===== src/rtl/if_stage.sv =====
// Instruction fetch stage: single-outstanding-request fetch FSM feeding a
// 2-entry {pc+4, instruction} FIFO, with branch redirect and flush.
module if_stage #(
  parameter logic [31:0] RESET_PC = 32'h0000_0000
) (
  input  logic        clk,
  input  logic        rst,
  input  logic        freeze,
  input  logic        br_taken,
  input  logic [31:0] br_target,
  output logic        imem_req,
  output logic [31:0] imem_addr,
  input  logic        imem_ack,
  input  logic [31:0] imem_rdata,
  output logic [31:0] instruction,
  output logic [31:0] pc_out,
  output logic        inst_valid
);

  localparam logic [1:0] ST_IDLE = 2'd0;
  localparam logic [1:0] ST_WAIT = 2'd1;
  localparam logic [1:0] ST_DROP = 2'd2;

  logic [1:0]  state_r;
  logic [1:0]  state_nxt_s;
  logic [31:0] pc_r;
  logic [31:0] pc_nxt_s;
  logic [31:0] addr_r;
  logic [31:0] addr_nxt_s;
  logic        req_r;
  logic [1:0]  count_r;
  logic [1:0]  count_nxt_s;
  logic        rd_ptr_r;
  logic        wr_ptr_r;
  logic [31:0] fifo_pc_r   [2];
  logic [31:0] fifo_inst_r [2];
  logic        valid_s;
  logic        redirect_s;
  logic        pop_s;
  logic        push_s;

  assign valid_s     = (count_r != 2'd0);
  assign redirect_s  = valid_s & br_taken & ~freeze;
  assign pop_s       = valid_s & ~freeze;

  assign imem_req    = req_r;
  assign imem_addr   = addr_r;
  assign inst_valid  = valid_s;
  assign instruction = fifo_inst_r[rd_ptr_r];
  assign pc_out      = fifo_pc_r[rd_ptr_r];

  // Fetch FSM: next state, next PC, next request address and push decision
  always_comb begin
    state_nxt_s = state_r;
    pc_nxt_s    = pc_r;
    addr_nxt_s  = addr_r;
    push_s      = 1'b0;
    case (state_r)
      ST_IDLE: begin
        if (redirect_s) begin
          pc_nxt_s    = br_target;
          addr_nxt_s  = br_target;
          state_nxt_s = ST_WAIT;
        end else if (count_r != 2'd2) begin
          addr_nxt_s  = pc_r;
          state_nxt_s = ST_WAIT;
        end else begin
          state_nxt_s = ST_IDLE;
        end
      end
      ST_WAIT: begin
        if (imem_ack) begin
          if (redirect_s) begin
            pc_nxt_s = br_target;
          end else begin
            push_s   = 1'b1;
            pc_nxt_s = addr_r + 32'd4;
          end
          state_nxt_s = ST_IDLE;
        end else if (redirect_s) begin
          // Request stays on the bus unchanged; its data will be discarded
          pc_nxt_s    = br_target;
          state_nxt_s = ST_DROP;
        end else begin
          state_nxt_s = ST_WAIT;
        end
      end
      ST_DROP: begin
        if (imem_ack) begin
          state_nxt_s = ST_IDLE;
        end else begin
          state_nxt_s = ST_DROP;
        end
      end
      default: begin
        state_nxt_s = ST_IDLE;
      end
    endcase
  end

  // FIFO occupancy: a redirect flushes everything including a same-cycle push
  always_comb begin
    count_nxt_s = count_r;
    if (redirect_s) begin
      count_nxt_s = 2'd0;
    end else begin
      case ({push_s, pop_s})
        2'b10:   count_nxt_s = count_r + 2'd1;
        2'b01:   count_nxt_s = count_r - 2'd1;
        default: count_nxt_s = count_r;
      endcase
    end
  end

  // Fetch control state and request outputs
  always_ff @(posedge clk or negedge rst) begin
    if (!rst) begin
      state_r <= ST_IDLE;
      pc_r    <= RESET_PC;
      addr_r  <= 32'd0;
      req_r   <= 1'b0;
    end else begin
      state_r <= state_nxt_s;
      pc_r    <= pc_nxt_s;
      addr_r  <= addr_nxt_s;
      req_r   <= (state_nxt_s != ST_IDLE);
    end
  end

  // FIFO pointers, count and storage
  always_ff @(posedge clk or negedge rst) begin
    if (!rst) begin
      count_r  <= 2'd0;
      rd_ptr_r <= 1'b0;
      wr_ptr_r <= 1'b0;
      for (int i = 0; i < 2; i++) begin
        fifo_pc_r[i]   <= 32'd0;
        fifo_inst_r[i] <= 32'd0;
      end
    end else begin
      count_r <= count_nxt_s;
      if (redirect_s) begin
        rd_ptr_r <= 1'b0;
        wr_ptr_r <= 1'b0;
      end else begin
        if (pop_s) begin
          rd_ptr_r <= rd_ptr_r + 1'b1;
        end
        if (push_s) begin
          wr_ptr_r              <= wr_ptr_r + 1'b1;
          fifo_pc_r[wr_ptr_r]   <= addr_r + 32'd4;
          fifo_inst_r[wr_ptr_r] <= imem_rdata;
        end
      end
    end
  end

endmodule


===== config.mk =====
export PLATFORM = sky130hd
export DESIGN_NAME = if_stage
export DESIGN_NICKNAME = d
export VERILOG_FILES = /design/src/rtl/if_stage.sv
export SDC_FILE = /design/constraint.sdc
export NUM_CORES = 1
export LEC_CHECK = 0
export CAP_MARGIN = 20
export CORE_MARGIN = 2
export CORE_UTILIZATION = 48
export CTS_BUF_LIST = sky130_fd_sc_hd__clkbuf_4 sky130_fd_sc_hd__clkbuf_8 sky130_fd_sc_hd__clkbuf_16
export DETAILED_ROUTE_END_ITERATION = 10
export PLACE_DENSITY = 0.77
export SLEW_MARGIN = 10
export SYNTH_ARGS = -nofsm -noshare
export SYNTH_HDL_FRONTEND = slang
export SYNTH_SLANG_ARGS = --single-unit

===== constraint.sdc =====
create_clock -name clk -period 1.8 [get_ports clk]
set_input_delay 0.36 -clock clk [delete_from_list [all_inputs] [get_ports clk]]
set_output_delay 0.36 -clock clk [all_outputs]
set_load 0.01 [all_outputs]

==> metrics.cfg <==
[sta]
fin_skew_ns=0.0133
report.final.setup_viol=64
period_share_pct=114
finalCriticalPeriod_ns=2.04
slew_violations=0
slew_headroom_pct=70.9
max_freq_mhz=489
hold_violations=0
grt_setup_unrepaired=yes
setup_slack_ns=-0.244
tightest_pin_transition_ns=0.437

[route]
drt_iter0_drc=394
drt-total-wl_um=23700
post-route-drc-count=0
drt.antenna.violating_nets=0
vias=6887
routed_wire_length_per_instance_um=18.7
vias_per_cell=5.44
drt_pre_antenna_iters=5

[global_route]
grt_max_degree=49
grt_antenna_before_repair=1
grt_overflow_total=0
grt_pass1_wl_um=37700
first_global_vias=7104
total_routing_usage_gr_pct=23.9

[synth]
synthXorXnorAreaFrac_pct=2.85
synth_adder_area_share_pct=0.136
synth-compound-area-share_pct=10.6
muxShareOfSynthArea_pct=20.6
synth_flop_cell=sky130_fd_sc_hd__dfrtp_1
ys_seq_elements=199
synthArstFlopShare_pct=100
edff_count_synth=0
synthesis.area_mm2=0.00921
synthesis.area_per_instance_um2=11.8
post-synth-top-area-fraction_pct=54.1
yosysSeqAreaShare_pct=54.1
netlist_top_cells_area=sky130_fd_sc_hd__dfrtp_1 54%, sky130_fd_sc_hd__mux2_2 15%, sky130_fd_sc_hd__mux2i_1 3.6%
synth_top_area_cell=sky130_fd_sc_hd__dfrtp_1
ys_top_cells_by_count=199 x sky130_fd_sc_hd__dfrtp_1, 121 x sky130_fd_sc_hd__mux2_2, 75 x sky130_fd_sc_hd__nand2_1, 53 x sky130_fd_sc_hd__o21ai_0, 43 x sky130_fd_sc_hd__nor2_1
synth_top_family_by_area=multiplexers
synth.distinct_cells=51
total_nets_after_synthesis=853
synthSimpleGateAreaFrac_pct=8.45
synth_warnings=0
netlist_instances=783
yosys.cell_count.top_type=sky130_fd_sc_hd__dfrtp_1

[floorplan]
die_span_x_um=143
die_h_um=143
initial_utilization_pct=49.1
total_die_area_mm2=0.0203
core_mm2=0.0188
fp-row-count=50
io_pins=167

[final_layout]
num-nets-final=1088
post_route_cells_drive_above_1_share_pct=34.5
utilization_pct=67.9
antenna-diode-count=0
stdcell_area_mm2=0.0128
area_growth_syn_to_layout_pct=38.4

[cts]
cts_inserted_buffers=17
clock_pin_transition_on_the_worst_setup_and_hold_timing_paths_ns=0.07
clk_latency_worst_skew_pair_ns=0.44
tritoncts_clock_tree=built
number_of_levels_the_h_tree_was_split_into=4
clkSinkCount=199
ctsLongestPathBuffers=2
ctsRootBufferMaster=sky130_fd_sc_hd__clkbuf_16

[setup_path]
criticalPathCategory=flop to output pin
worstSetupStartpointType=flop
arrival_ns=1.68
critPathCaptureType=output pin
timing.critical_path.fanout_max=10
cp.required_ns=1.44

[placement]
port_buffers=166
post-place-ws_ns=-0.299
gp_congestion=0.791
place_area_mm2=0.0118
hpwl_um=16100

[pwr]
power.density_mw_per_mm2=1860
ir_worst_vdd_uv=1170
power_uw=23700
power_leakage_uw=0.00574

[run_status]
outcome=finished, violations left
failed_checks=negative setup slack

[flow_run]
maxCapViolCount=0

[hold_path]
min-delay-path-class=input port to async pin

registers in the layout, indices dropped and copies added, names as in the netlist:
name and cells:
imem_addr 32, fifo_inst_r 64, rd_ptr_r 1, imem_req 1
count_r 2, pc_r 32, state_r 2, wr_ptr_r 1
fifo_pc_r 64
power breakdown:
group	switching (µW)	leakage [µW]	internal, µW	total [µW]
registers	1140	0.00245	6580	7720
logic	5380	0.00300	6790	12200
clock network	1800	0.000279	1990	3790
total	8320	0.00574	15400	23700
path summary, 6_finish.rpt:
path	startpoint	end	slack, ns	cells after the start
worst max-delay path	rd_ptr_r	instruction[4]	-0.24	5
worst min-delay path	rst	fifo_inst_r[26]	0.44	2
worst max register to register	count_r[1]	fifo_inst_r[46]	0.08	5
worst min register to register	fifo_pc_r[28]	fifo_pc_r[28]	0.48	2
max in group asynchronous	rst	fifo_pc_r[1]	0.76	3
min in group clk	fifo_pc_r[28]	fifo_pc_r[28]	0.48	2
area by class of cell:
class | instances | area [µm²]
well taps | 234 | 293
clock inverters | 14 | 145
multi-input cells | 527 | 4080
repair buffers | 265 | 2780
inverters | 8 | 30.0
flip-flops and latches | 199 | 4980
clock buffers | 18 | 439
fillers | 1370 | 6020
layer usage:
layer	wire, µm	global-route usage [%]	part of all wire, %	vias up
met2	11500	38.3	48	195
met4	267	6.36	1.1	2
met1	10700	32.4	45	3410
li1	-	-	-	3259
met3	1250	6.56	5.3	21
met5	13	0	0.055	-
repair_timing:
action / in CTS / in global routing
endpoints found under the setup margin: 102 / 92
hold endpoints to repair: 42 / 0
buffers inserted: 10 / 1
hold buffers: 1 / 0
pin swaps: 0 / 1
resized for setup: 345 / 49
gates cloned: 3 / 2
worst max-delay path: stages, from the launching register on:
cell and delay, ns:
sky130_fd_sc_hd__dfrtp_2 0.43, sky130_fd_sc_hd__buf_6 0.13, sky130_fd_sc_hd__buf_8 0.13, sky130_fd_sc_hd__buf_16 0.14
sky130_fd_sc_hd__mux2_4 0.30, sky130_fd_sc_hd__buf_6 0.12
layout by cell type (no fill, tap or decap), types with 3 or more instances in the layout:
master,synthesis,final
sky130_fd_sc_hd__nand2_1,75,75
sky130_fd_sc_hd__a222oi_1,3,3
sky130_fd_sc_hd__buf_4,4,67
sky130_fd_sc_hd__inv_1,8,8
sky130_fd_sc_hd__a22oi_1,22,22
sky130_fd_sc_hd__buf_2,15,11
sky130_fd_sc_hd__buf_12,0,24
sky130_fd_sc_hd__xor2_2,0,3
sky130_fd_sc_hd__clkbuf_16,0,19
sky130_fd_sc_hd__o21ai_1,28,28
sky130_fd_sc_hd__clkdlybuf4s50_1,0,69
sky130_fd_sc_hd__nand3_1,12,11
sky130_fd_sc_hd__dlygate4sd2_1,0,30
sky130_fd_sc_hd__clkinvlp_4,0,3
sky130_fd_sc_hd__o21ai_0,53,53
sky130_fd_sc_hd__clkinv_4,0,3
sky130_fd_sc_hd__and3_1,7,7
sky130_fd_sc_hd__mux2_4,12,38
sky130_fd_sc_hd__a21oi_1,30,30
sky130_fd_sc_hd__nand4_1,11,11
sky130_fd_sc_hd__and4_1,4,4
sky130_fd_sc_hd__mux2_2,121,95
sky130_fd_sc_hd__o21ai_2,6,6
sky130_fd_sc_hd__buf_6,8,55
sky130_fd_sc_hd__nor2_1,43,42
sky130_fd_sc_hd__mux2i_1,33,33
sky130_fd_sc_hd__a221o_1,4,4
sky130_fd_sc_hd__xnor2_1,9,7
sky130_fd_sc_hd__dfrtp_1,199,197
sky130_fd_sc_hd__xor2_1,21,18
per-stage QoR:
stage / std cells / hold slack (ns) / TNS, ns
floorplan: 783 / 0.0644 / 0
global placement: 1219 / 0.342 / -41.31
detailed placement: 1219 / 0.342 / -47.56
CTS: 1263 / 0.442 / -13.49
global route: 1265 / 0.448 / -15.18
finish: 1265 / 0.437 / -11.52
cells by family (layout without fill, tap and decap cells):
group                      after synthesis  count (layout)
buffers and inverters                   57             305
muxes                                  168             168
and+or+nand+nor                        168             168
AOI/OAI and AO/OA                      160             160
xor gates and xnor gates                30              30
DFF                                    199             199
adders and majority gates                1               1
Note: power is estimated with default switching activity, not from simulation.
